$ cat config.mk
export PLATFORM = sky130hd
export DESIGN_NAME = sipo_deser
export DESIGN_NICKNAME = d
export VERILOG_FILES = /design/src/rtl/sipo_pkg.sv /design/src/rtl/sipo_out_reg.sv /design/src/rtl/sipo_deser.sv
export SDC_FILE = /design/constraint.sdc
export NUM_CORES = 1
export LEC_CHECK = 0
export CAP_MARGIN = 20
export CORE_AREA = 3 3 50 52
export CTS_CLUSTER_DIAMETER = 100
export CTS_CLUSTER_SIZE = 24
export DETAILED_ROUTE_END_ITERATION = 6
export DIE_AREA = 0 0 53 55
export GPL_TIMING_DRIVEN = 0
export HOLD_SLACK_MARGIN = 0.1
export PLACE_DENSITY = 0.71
export SLEW_MARGIN = 20
export SYNTH_ARGS = -nofsm -noshare
export SYNTH_HDL_FRONTEND = slang
export SYNTH_HIERARCHICAL = 1
export SYNTH_SLANG_ARGS = --single-unit
$ cat constraint.sdc
create_clock -name clk -period 1.7 [get_ports clk]
set_clock_uncertainty 0.1 [all_clocks]
set_input_delay 0.17 -clock clk [delete_from_list [all_inputs] [get_ports clk]]
set_output_delay 0.17 -clock clk [all_outputs]
set_load 0.05 [all_outputs]
$ cat src/rtl/sipo_pkg.sv
// Shared types and constants for the serial-to-parallel deserializer.
// Latency: n/a (package only).
// Backpressure: n/a (package only).
package sipo_pkg;

    // Frame FSM states. PAR is only entered when parity checking is built in.
    typedef enum logic [1:0] {
        IDLE  = 2'd0,
        SHIFT = 2'd1,
        PAR   = 2'd2
    } sipo_state_t;

    // Default word width.
    localparam int SIPO_W_DEFAULT = 8;

    // Parity mode: 1 = even parity, 0 = odd parity.
    localparam bit SIPO_PAR_EVEN = 1'b1;

endpackage

$ cat src/rtl/sipo_out_reg.sv
// Output holding register: captures completed words, valid/ready handshake, sticky overrun.
// Latency: a loaded word is visible on dout/dout_valid one cycle after the load edge.
// Backpressure: a load while a word is held and not being accepted is dropped and flags overrun.
//
// Ports:
//   clk, reset          rising-edge clock, synchronous active-high reset
//   load, word, perr_in completed word (and its parity result) offered this cycle
//   dout, dout_valid    held word and its valid flag
//   dout_ready          consumer accepts the held word
//   overrun, clr_ovr    sticky dropped-word flag and its clear
//   parity_err          parity result registered alongside dout
module sipo_out_reg #(
    parameter int W = 8
) (
    input  logic         clk,
    input  logic         reset,
    input  logic         load,
    input  logic [W-1:0] word,
    input  logic         perr_in,
    output logic [W-1:0] dout,
    output logic         dout_valid,
    input  logic         dout_ready,
    output logic         overrun,
    input  logic         clr_ovr,
    output logic         parity_err
);

    logic take;
    logic drop;

    // The holding slot is free if empty or being drained this same cycle.
    assign take = load & (~dout_valid | dout_ready);
    assign drop = load & dout_valid & ~dout_ready;

    always_ff @(posedge clk) begin
        if (reset) begin
            dout       <= '0;
            dout_valid <= 1'b0;
            parity_err <= 1'b0;
            overrun    <= 1'b0;
        end else begin
            if (take) begin
                dout       <= word;
                parity_err <= perr_in;
                dout_valid <= 1'b1;
            end else if (dout_valid & dout_ready) begin
                dout_valid <= 1'b0;
            end

            // A new drop event beats a simultaneous clear.
            if (drop) begin
                overrun <= 1'b1;
            end else if (clr_ovr) begin
                overrun <= 1'b0;
            end
        end
    end

endmodule

$ cat src/rtl/sipo_deser.sv
// Serial-to-parallel deserializer: start-aligned frames of W bits (plus optional parity bit).
// Latency: word valid one cycle after the edge sampling the last data bit (or parity bit).
// Backpressure: valid/ready output; a word completing while one is held unaccepted is dropped (overrun).
//
// Optional feature macro: SIPO_PARITY_EN -- adds a trailing even-parity bit per frame
// checked into parity_err. Without it parity_err is constant 0.
//
// Ports:
//   clk, reset             rising-edge clock, synchronous active-high reset
//   din, din_en, start     serial bit, bit strobe, frame-start qualifier (with din_en)
//   dout, dout_valid       assembled word and valid flag
//   dout_ready             consumer accepts the word
//   busy                   frame in progress
//   overrun, clr_ovr       sticky dropped-word flag and its clear
//   parity_err             parity result for the current dout word
module sipo_deser
    import sipo_pkg::*;
#(
    parameter int W         = SIPO_W_DEFAULT,
    parameter bit MSB_FIRST = 1'b1
) (
    input  logic         clk,
    input  logic         reset,
    input  logic         din,
    input  logic         din_en,
    input  logic         start,
    output logic [W-1:0] dout,
    output logic         dout_valid,
    input  logic         dout_ready,
    output logic         busy,
    output logic         overrun,
    input  logic         clr_ovr,
    output logic         parity_err
);

    localparam int CW = $clog2(W + 1);

    sipo_state_t  state;
    logic [CW-1:0] cnt;
    logic [W-1:0]  sr;
    logic [W-1:0]  sr_shift;

    logic          load;
    logic [W-1:0]  load_word;
    logic          load_perr;

    // Next shift-register value if din is shifted in this cycle.
    assign sr_shift = MSB_FIRST ? {sr[W-2:0], din} : {din, sr[W-1:1]};

`ifdef SIPO_PARITY_EN
    // Word completes on the parity bit; the data word is already sitting in sr.
    assign load      = (state == PAR) & din_en & ~start;
    assign load_word = sr;
    assign load_perr = (^sr) ^ din ^ ~SIPO_PAR_EVEN;
`else
    // Word completes on the W-th data bit; hand over the post-shift value directly.
    assign load      = (state == SHIFT) & din_en & ~start & (cnt == CW'(W - 1));
    assign load_word = sr_shift;
    assign load_perr = 1'b0;
`endif

    always_ff @(posedge clk) begin
        if (reset) begin
            state <= IDLE;
            cnt   <= '0;
            sr    <= '0;
            busy  <= 1'b0;
        end else if (din_en) begin
            case (state)
                IDLE: begin
                    if (start) begin
                        sr    <= sr_shift;
                        cnt   <= CW'(1);
                        state <= SHIFT;
                        busy  <= 1'b1;
                    end
                end
                SHIFT: begin
                    sr <= sr_shift;
                    if (start) begin
                        // Re-align: this bit becomes bit 1 of a fresh frame.
                        cnt <= CW'(1);
                    end else if (cnt == CW'(W - 1)) begin
                        cnt <= '0;
`ifdef SIPO_PARITY_EN
                        state <= PAR;
`else
                        state <= IDLE;
                        busy  <= 1'b0;
`endif
                    end else begin
                        cnt <= cnt + CW'(1);
                    end
                end
                PAR: begin
                    if (start) begin
                        sr    <= sr_shift;
                        cnt   <= CW'(1);
                        state <= SHIFT;
                    end else begin
                        state <= IDLE;
                        busy  <= 1'b0;
                    end
                end
                default: begin
                    state <= IDLE;
                    busy  <= 1'b0;
                end
            endcase
        end
    end

    sipo_out_reg #(
        .W (W)
    ) u_out (
        .clk        (clk),
        .reset      (reset),
        .load       (load),
        .word       (load_word),
        .perr_in    (load_perr),
        .dout       (dout),
        .dout_valid (dout_valid),
        .dout_ready (dout_ready),
        .overrun    (overrun),
        .clr_ovr    (clr_ovr),
        .parity_err (parity_err)
    );

endmodule
==> metrics <==
worst-skew pair later-pin latency 0.30 ns; Post-Synthesis Cells 110; nets approximately 140; worst vdd ir slightly above 0.5 mV; DR vias 783; CP required between 1.5 and 2 ns; total clock sinks 23; CP endpoint kind flip-flop; dpl hpwl ~1300 um; FP Rows 17; Post-synth EDFFs 0; Max Freq slightly above 600 MHz; post-DR vias/cell ~4.8; Initial Util a little under half; synthesis warning total 6; Startpoint Class flip-flop; Pre-antenna DRT Iters 3; pin count of the biggest net entering global routing 14; drt drc 0; final worst slack roughly 0.094 ns; Core Box Area 2150 um^2; outcome complete, no violations; final worst path period share 94.5%; Routed WL per cell roughly 11 um; Arrival @ worst endpoint ~1.7 ns; count of final setup violators 0; ys async rst share 0%; crit-path max cell delay 0.38 ns; Core Util, Final 59.0%; Total GRT Usage roughly 15%; FILL cells around 190; drt total wl 1810 um; worst path cell trace ha_1 > nand3b_1 > nor2_2 > nor2b_2 > buf_6 > mux2i_1; Die H around 55 um; n_diodes 0; Final ANT Viol Nets 0; largest buffer count on any clock path 2; H-Tree Depth 1; Seq/Total Area, Yosys 45.2%; Final Critical Period approximately 1.6 ns; Hold Fails Final Rpt 0; # IOs 19; CP max-delay cell dfxtp_1; CTS Buf Count 3; TritonCTS clock tree yes; Slew Viols, Final 0; RePlAce Congestion 0.795; syn_nets 118; pre-CTS setup slack -0.0647 ns; DR iter-0 viols 7; most common cell after layout, fill and taps aside dfxtp_1; power density over the cells about 690 nW/um^2; Mapped Area 1020 um^2; vias in the first global route between 700 and 800; Worst Hold Class input port to flip-flop; PortBufs 17; CP Class flip-flop to flip-flop; CP max FO 9; clk root buf clkbuf_4; die width between 50 and 60 um; library cells used by synthesis 29; Area Overhead vs Synth 24.3%; Reg clk slew, reported paths about 0.13 ns; most frequent cells in the layout dfxtp_1 (21), nand2b_1 (18), nand2_1 (17); Yosys reg bits 23; layout cells sized above 1 approximately 13%; register area 463 um^2; initial antenna violation count 0; gr ovfl total 0; P_leak 0.508 nW; Avg Inst Size Synth ~9.3 um^2; die area a little under 3000 um^2; top_reg_cell synth dfxtp_1; first-pass GRT wire length just over 3000 um; multi-input combinational cell area 517 um^2; MaxCap Viol Count 0
==> report_power, final <==
group,total [mW],switching (mW),internal (mW)
combinational,0.0792,0.0433,0.0359
clock,0.246,0.158,0.0876
sequential,0.550,0.00436,0.546
==> path summary, 6_finish.rpt <==
kind | end | depth (start not counted) | slack (ns) | startpoint
worst max-delay path | u_out/dout[5] | 6 | 0.09 | cnt[1]
worst min-delay path | sr[0] | 3 | 0.35 | din
worst max register to register | u_out/dout[5] | 6 | 0.09 | cnt[1]
worst min register to register | sr[2] | 2 | 0.37 | sr[1]
==> cell type report <==
type,instances,area share (%)
timing repair buffer,20,14.2
sequential,23,36.5
clock inverter,1,0.395
tap,28,2.76
clock buffer,3,1.78
buffer,6,3.26
multi-input combinational,80,40.8
inverter,1,0.296
==> metal layers <==
metal / up-vias / global-route usage (%) / share of wire, %
met5: - / 0 / 0
met3: 2 / 2.41 / 3.4
met2: 11 / 24.8 / 46
met4: 0 / 6.38 / 0.66
met1: 356 / 18.1 / 50
li1: 414 / - / -
==> synthesized netlist by cell type, types with 2 or more instances <==
library cell / count / area [um^2]
nand2_1: 17 / 63.8
buf_6: 2 / 22.5
mux2i_1: 9 / 90.1
nand2b_1: 18 / 113
nor2_1: 5 / 18.8
a22oi_1: 2 / 15.0
clkbuf_1: 3 / 11.3
dfxtp_1: 23 / 460
a21oi_1: 11 / 55.1
==> timing repair <==
| action | CTS | global route |
|---|---|---|
| endpoints found under the hold margin | 2 | 0 |
| buffers inserted | 0 | 2 |
| pin swaps | 0 | 1 |
| gates resized for setup | 12 | 2 |
| setup endpoints to repair | 12 | 8 |
| hold buffers | 1 | 0 |
==> state kept, by name, indices dropped and copies added (netlist names) <==
register	flops
cnt	4
busy	1
u_out/overrun	1
u_out/parity_err	1
u_out/dout	8
u_out/dout_valid	1
sr	7
==> cells by family (layout without fill, tap and decap cells) <==
kind of cell               count (synthesis)  in the layout  synth area share, %
other                                      1              1                0.368
adders and majority gates                  1              1                 1.23
muxes                                      9              9                 8.83
buffers and inverters                      7             31                 4.42
DFF                                       23             23                 45.2
AOI/OAI and AO/OA                         18             18                 10.6
and+or+nand+nor                           51             51                 29.4
==> worst max-delay path: cells and delay by family, from the launching register on <==
kind	cells	cell delay [ns]
AND/OR/NAND/NOR	3	0.51
flip-flops	1	0.38
adder cells (fa/ha/maj)	1	0.21
multiplexers	1	0.19
buffers and inverters	1	0.16
==> metrics by stage <==
stage               hold slack (ns)  std cells  setup TNS (ns)  area, um^2  total power, mW
floorplan                     0.139        110               0        1020            0.611
CTS                           0.341        160               0        1250            0.886
detailed placement            0.361        155          -0.417        1230            0.641
global placement              0.345        155          -0.138        1230            0.638
global route                  0.375        162         -0.0503        1270            0.911
finish                        0.346        162               0        1270            0.875
Power figures use the tool's default switching activity.
